**src/rtl/alu_nibble_seq.sv**
```systemverilog
// Multi-cycle add/subtract unit: one 4-bit ripple slice processes a nibble per cycle,
// with the carry registered between nibbles. Flags are produced when the last nibble lands.
module alu_nibble_seq #(
    parameter int WIDTH = 8
) (
    input  logic             clk,
    input  logic             reset,
    input  logic             start,
    input  logic             op_sub,
    input  logic [WIDTH-1:0] a,
    input  logic [WIDTH-1:0] b,
    output logic             ready,
    output logic             busy,
    output logic             done,
    output logic [WIDTH-1:0] result,
    output logic             cout,
    output logic             zero,
    output logic             ovf
);

    localparam int NIB = WIDTH / 4;
    localparam int CW  = (NIB > 1) ? $clog2(NIB) : 1;

    localparam logic [1:0] S_IDLE = 2'd0;
    localparam logic [1:0] S_CALC = 2'd1;
    localparam logic [1:0] S_DONE = 2'd2;

    logic [1:0]       state_q, state_d;
    logic [CW-1:0]    cnt_q, cnt_d;
    logic             carry_q, carry_d;
    logic [WIDTH-1:0] a_q, a_d;
    logic [WIDTH-1:0] b_q, b_d;
    logic [WIDTH-1:0] result_q, result_d;
    logic             cout_q, cout_d;
    logic             zero_q, zero_d;
    logic             ovf_q, ovf_d;

    logic [3:0]       nib_a, nib_b;
    logic [4:0]       nib_sum;
    logic             last_nib;

    // The single adder slice, fed by the nibble the counter points at.
    always_comb begin
        nib_a = '0;
        nib_b = '0;
        for (int i = 0; i < NIB; i++) begin
            if (cnt_q == CW'(i)) begin
                nib_a = a_q[4*i +: 4];
                nib_b = b_q[4*i +: 4];
            end
        end
        nib_sum  = {1'b0, nib_a} + {1'b0, nib_b} + {4'd0, carry_q};
        last_nib = (cnt_q == CW'(NIB - 1));
    end

    always_comb begin
        state_d  = state_q;
        cnt_d    = cnt_q;
        carry_d  = carry_q;
        a_d      = a_q;
        b_d      = b_q;
        result_d = result_q;
        cout_d   = cout_q;
        zero_d   = zero_q;
        ovf_d    = ovf_q;
        case (state_q)
            S_IDLE: begin
                if (start) begin
                    // Subtraction is a + ~b + 1: the +1 enters as the initial carry.
                    a_d     = a;
                    b_d     = op_sub ? ~b : b;
                    carry_d = op_sub;
                    cnt_d   = '0;
                    state_d = S_CALC;
                end
            end
            S_CALC: begin
                for (int i = 0; i < NIB; i++) begin
                    if (cnt_q == CW'(i)) begin
                        result_d[4*i +: 4] = nib_sum[3:0];
                    end
                end
                carry_d = nib_sum[4];
                cnt_d   = cnt_q + CW'(1);
                if (last_nib) begin
                    cout_d  = nib_sum[4];
                    ovf_d   = (a_q[WIDTH-1] == b_q[WIDTH-1]) && (nib_sum[3] != a_q[WIDTH-1]);
                    zero_d  = (result_d == '0);
                    cnt_d   = '0;
                    state_d = S_DONE;
                end
            end
            S_DONE: begin
                state_d = S_IDLE;
            end
            default: begin
                state_d = S_IDLE;
            end
        endcase
    end

    always_ff @(posedge clk or posedge reset) begin
        if (reset) begin
            state_q  <= S_IDLE;
            cnt_q    <= '0;
            carry_q  <= 1'b0;
            result_q <= '0;
            cout_q   <= 1'b0;
            zero_q   <= 1'b0;
            ovf_q    <= 1'b0;
        end else begin
            state_q  <= state_d;
            cnt_q    <= cnt_d;
            carry_q  <= carry_d;
            result_q <= result_d;
            cout_q   <= cout_d;
            zero_q   <= zero_d;
            ovf_q    <= ovf_d;
        end
    end

    // Operand latches only matter once an operation is accepted, so they carry no reset.
    always_ff @(posedge clk) begin
        a_q <= a_d;
        b_q <= b_d;
    end

    assign ready  = (state_q == S_IDLE);
    assign busy   = (state_q == S_CALC) || (state_q == S_DONE);
    assign done   = (state_q == S_DONE);
    assign result = result_q;
    assign cout   = cout_q;
    assign zero   = zero_q;
    assign ovf    = ovf_q;

endmodule

```
**config.mk**
```make
export PLATFORM = sky130hd
export DESIGN_NAME = alu_nibble_seq
export DESIGN_NICKNAME = d
export VERILOG_FILES = /design/src/rtl/alu_nibble_seq.sv
export SDC_FILE = /design/constraint.sdc
export NUM_CORES = 1
export LEC_CHECK = 0
export BUFFER_PORTS_ARGS = -buffer_cell sky130_fd_sc_hd__buf_2
export CAP_MARGIN = 10
export CORE_ASPECT_RATIO = 0.5
export CORE_UTILIZATION = 45
export DETAILED_ROUTE_END_ITERATION = 12
export GPL_TIMING_DRIVEN = 0
export PLACE_DENSITY = 0.69
export SLEW_MARGIN = 15
export SYNTH_ARGS = -nofsm -noshare
export SYNTH_HDL_FRONTEND = slang
export SYNTH_SLANG_ARGS = --single-unit
```
**constraint.sdc**
```tcl
create_clock -name clk -period 3.4 [get_ports clk]
set_input_delay 0.85 -clock clk [delete_from_list [all_inputs] [get_ports clk]]
set_output_delay 0.85 -clock clk [all_outputs]
set_load 0.1 [all_outputs]
```
# Word level (Yosys, flattened, before mapping)
# Index checks and enable logic that the tools add are counted.
# Widths: inputs -> output; s select.
# classes
eq_ne,6
n_addsub,3
n_shift,0
div,0
order_cmp,0
mul,0
bitwise,1
mux,15
reduce_logical,9
# ops
op,n
$mux 4,6
$logic_not 8->1,1
$mux 8,1
$not 8->8,1
$reduce_and 2->1,4
$add 4x4->5,1
$add 5x1->5,1
$mux 2,2
$ne 2x2->1 const B,2
$pmux 1 s2,2
$pmux 2 s2,1
$mux 1,3
$eq 2x1->1 const B,1
$eq 2x2->1 const B,1
$logic_not 2->1,1
$reduce_bool 2->1,1
$add 1x1->1 const B,1
$eq 1x1->1,1
$logic_and 1x1->1,1
$logic_or 1x1->1,1
$ne 1x1->1,1
# word_totals
n_memories,0
ff_bits,31
in_bits,20
latchBits,0
romBits,0
output_inout_bits,14
ram_bits,0

# Longest topological paths before layout
# depth
ltp_word,6
mapped_depth,10
ltp_nobuf,8

# Least setup slack after synthesis
# OpenSTA, ideal clock, no wires.
# synth_timing
kind,register to register
from,register cnt_q
to,register zero_q (netlist: zero)
setup_ps,69
path_stages_with_launch,10
slack_ps,862
n_path_buf,2
t_required_ps,3331
period_less_slack_ps,2538
arrival_ps,2469
path_cell_list,dfrtp_1 -> buf_2 -> buf_2 -> mux2i_1 -> fa_1 -> inv_1 -> fa_1 -> or4_1 -> nor4b_1 -> a22o_1
# synth_between
elab_chain_cells,6
elab_cells_between_ends,10
cone_classes,2 x add/sub; 6 x mux; 2 x reduce/logical
# synth_lines
element,line_no,source
"start, declared",29,"logic [CW-1:0] cnt_q, cnt_d;"
"start signal, assigned",113,cnt_q <= cnt_d;
$mux 4,47,if (cnt_q == CW'(i)) begin
$add 4x4->5,52,"nib_sum = {1'b0, nib_a} + {1'b0, nib_b} + {4'd0, carry_q};"
$add 5x1->5,52,
$mux 4,79,if (cnt_q == CW'(i)) begin
$mux 4,66,case (state_q)
$logic_not 8->1,88,zero_d = (result_d == '0);
"end signal, assigned",117,zero_q <= zero_d;
"end, declared",35,"logic zero_q, zero_d;"
# Several ways; a longest one is shown, not always the timed one. The select of a mux whose other input is x is not followed.
# A chain may end at the register's enable or synchronous reset.

# Worst setup path in the final report
# Ends and elaborated chain as after synthesis.

==> summary.log <==
INFO  run_status     status=completed
INFO  worst_setup_path crit_path_start_kind=flop
INFO  synth          synth-seq-area-share=58.1%
INFO  sta            finClkSkew=0.00263ns
INFO  synth          synth_largest_area_cell=edfxtp_1
INFO  synth          netlist-cell-type-count=27
INFO  die            die-area=3520squm
INFO  sta            worst-slew-pin-transition=0.707ns
INFO  worst_setup_path max_stage_delay=0.46ns
INFO  finish         final_layout_net_count=184
INFO  finish         layout_common_cells=buf_2, edfxtp_1, dfrtp_1
INFO  clock_network  largest_buffer_count_on_any_clock_path=2
INFO  synth          netlist_instances=117
INFO  sta            final-setup-viol-count=0
INFO  synth          yosys_warnings=0
INFO  min_path       hp-start=result[7]
INFO  min_path       hold_depth=2
INFO  global_route   antenna_violations_before_repair=0
INFO  clock_network  cts_resized=0
INFO  placement      io_buffers=32
INFO  placement      post-dp-hpwl=1810microns
INFO  synth          synth.net_count=145
INFO  routing        drt.antenna.violating_nets=0
INFO  worst_setup_path critical_path_buf_inv_count=3
INFO  clock_network  hold_buffers=0
INFO  min_path       min_path_type=flop to flop
INFO  worst_setup_path endpoint_of_the_lowest_slack_register_to_register_path=zero
INFO  sta            period_share=80.3%
INFO  worst_setup_path worstPathArrival=2.95ns
INFO  routing        routed_via_density=4.81
INFO  clock_network  tritoncts=built
INFO  synth          synthTopCellsByArea=edfxtp_1, dfrtp_1, mux2_2, ha_1, xor2_1
INFO  worst_setup_path cp.depth=9
INFO  finish         area_growth_syn_to_layout=21.1%
INFO  synth          syn-cell-area=1470squm
INFO  worst_setup_path setup.worst_path.class=flop to flop
INFO  clock_network  clk_pin_slew=0.06ns
INFO  worst_setup_path cp.required=3.62ns
INFO  clock_network  cts.repair_timing.setup_buffer_count=0
INFO  global_route   largest_net_degree_at_the_start_of_global_routing=17
INFO  run            max-cap-violations=0
INFO  worst_setup_path cp_max_fo=10
INFO  global_route   first_pass_grt_wire_length=4210microns
INFO  worst_setup_path worst_path_dominant_cell_family=adder cells
INFO  clock_network  cts_sinks=31
INFO  sta            rsz_0062_raised_after_global_routing=no
INFO  sta            finalHoldViolCount=0
INFO  die            die_x=82.9microns
INFO  routing        detail_route.drc_violations=0
INFO  finish         antenna-diode-count=0
INFO  worst_setup_path worstRegToRegCells=9
INFO  die            rows=14
INFO  worst_setup_path critical_path.startpoint=cnt_q
INFO  finish         layout_commonest_cell=buf_2
INFO  worst_setup_path endpoint_kind=flop
INFO  sta            fin_setup_tns=0ns
INFO  sta            worst_slew_margin_rel=52.9%
INFO  clock_network  clock_latency=0.27ns
INFO  synth          synth_area_per_cell=12.6squm
INFO  sta            final_period_minus_worst_setup_slack=2.73ns
INFO  clock_network  root_buffer=clkbuf_8
INFO  routing        dr_total_vias=948
INFO  worst_setup_path critical_path.reg2reg.startpoint=cnt_q
INFO  clock_network  cts-buffers-inserted=5
INFO  global_route   grtUsageTotal=16.3%
INFO  sta            drv_slew=0
INFO  routing        detail_route.wl_per_cell=12.5microns
INFO  worst_setup_path reg2reg_setup_slack=0.67ns
INFO  placement      place_congestion=0.730
INFO  worst_setup_path critical_path_end=zero
INFO  synth          synthDominantCellAreaShare=32.6%
INFO  global_route   globalRouteOverflowTotal=0
INFO  clock_network  htreeDepth=2
INFO  finish         drive_above_1_share=33.8%
INFO  die            floorplan.initialDensity=48.1%
INFO  routing        initialDrtViolationCount=51
INFO  die            i_o_pin_cnt=34
INFO  worst_setup_path crit_path_top_delay_cell=fa_1
INFO  routing        wl=2470microns
INFO  sta            max_clock_freq=366MHz
INFO  die            die_y=42.5microns
INFO  global_route   grt_pass1_vias=898
INFO  routing        detailedRoute.firstPassIterationCount=4
INFO  synth          total_of_flip_flops_plus_latches_after_synthesis=31
INFO  worst_setup_path crit_path_cell_chain=buf_2, buf_2, mux2i_1, fa_1, inv_1, fa_1, or4_1, nor4b_1, a22o_1
INFO  die            coreArea=3070squm
[layer usage]
metal,routed length [microns],GRT usage [%],part of all wire (%),vias up
li1,-,-,-,485
met1,1220,21.8,49,429
met2,1100,24.1,44,32
met3,142,6.30,5.7,2
met4,10,6.21,0.40,0
met5,0,0,0,-
[cell usage after synthesis]
cell	instances
nand2b_1	2
edfxtp_1	16
o21ai_0	11
a21o_1	1
nor2_1	1
mux2_2	8
and3b_1	1
nor4b_1	1
inv_1	7
a21oi_1	6
and2_1	1
dfrtp_1	15
a21o_2	2
fa_1	2
o221ai_1	1
a22o_1	1
ha_1	6
xnor2_1	1
nand3_1	3
buf_2	2
xor2_1	8
nand2_1	13
clkbuf_1	3
mux2i_1	2
or3_4	1
a41oi_2	1
or4_1	1
[state kept, by name, indices dropped and copies added (netlist names)]
register	count
b_q	8
cnt_q	1
carry_q	1
result	8
cout	1
a_q	8
state_q	2
zero	1
ovf	1
[worst min-delay path by stage]
stage / end / slack (ns)
finish: result[7] / 0.47
global route: result[4] / 0.49
CTS: cout / 0.48
detailed placement: result[7] / 0.47
global placement: result[4] / 0.45
floorplan: state_q[1] / 0.52
[worst reg2reg max path: stages (launching register included)]
cell and delay, ns:
dfrtp_1 0.32, buf_2 0.17, buf_2 0.27, mux2i_1 0.13, fa_1 0.41, inv_1 0.08
fa_1 0.46, or4_1 0.42, nor4b_1 0.26, a22o_1 0.16
[logic make-up after synthesis]
logic type | Yosys count | share of synthesized area, %
AND/OR/NAND/NOR | 24 | 8.32
XOR/XNOR | 9 | 5.35
AO/OA/AOI/OAI | 23 | 9.76
adder cells (fa/ha/maj) | 8 | 7.81
multiplexers | 10 | 7.47
flip-flops | 31 | 58.1
buffers and inverters | 12 | 3.23
[metrics by stage]
step	instances	utilization, %	instance area, sq um	worst slack (ns)	hold WS [ns]
after floorplan	117	-	1470	0.862	0.516
after global placement	189	54.9	1680	0.652	0.455
after detailed placement	189	54.9	1680	0.662	0.466
after CTS	197	58.2	1780	0.650	0.481
after global routing	197	58.2	1780	0.484	0.491
final	197	58.2	1780	0.669	0.473
[area by class of cell]
| class | instances | area, sq um |
|---|---|---|
| Tap cell | 40 | 50.0 |
| Buffer | 5 | 21.3 |
| Timing Repair Buffer | 32 | 160 |
| Fill cell | 262 | 1280 |
| Multi-Input combinational cell | 74 | 571 |
| Clock buffer | 8 | 100 |
| Inverter | 7 | 26.3 |
| Sequential cell | 31 | 856 |
Power is not shown: default switching activity piles up to over one toggle a cycle in this logic, so the estimate is an artifact.
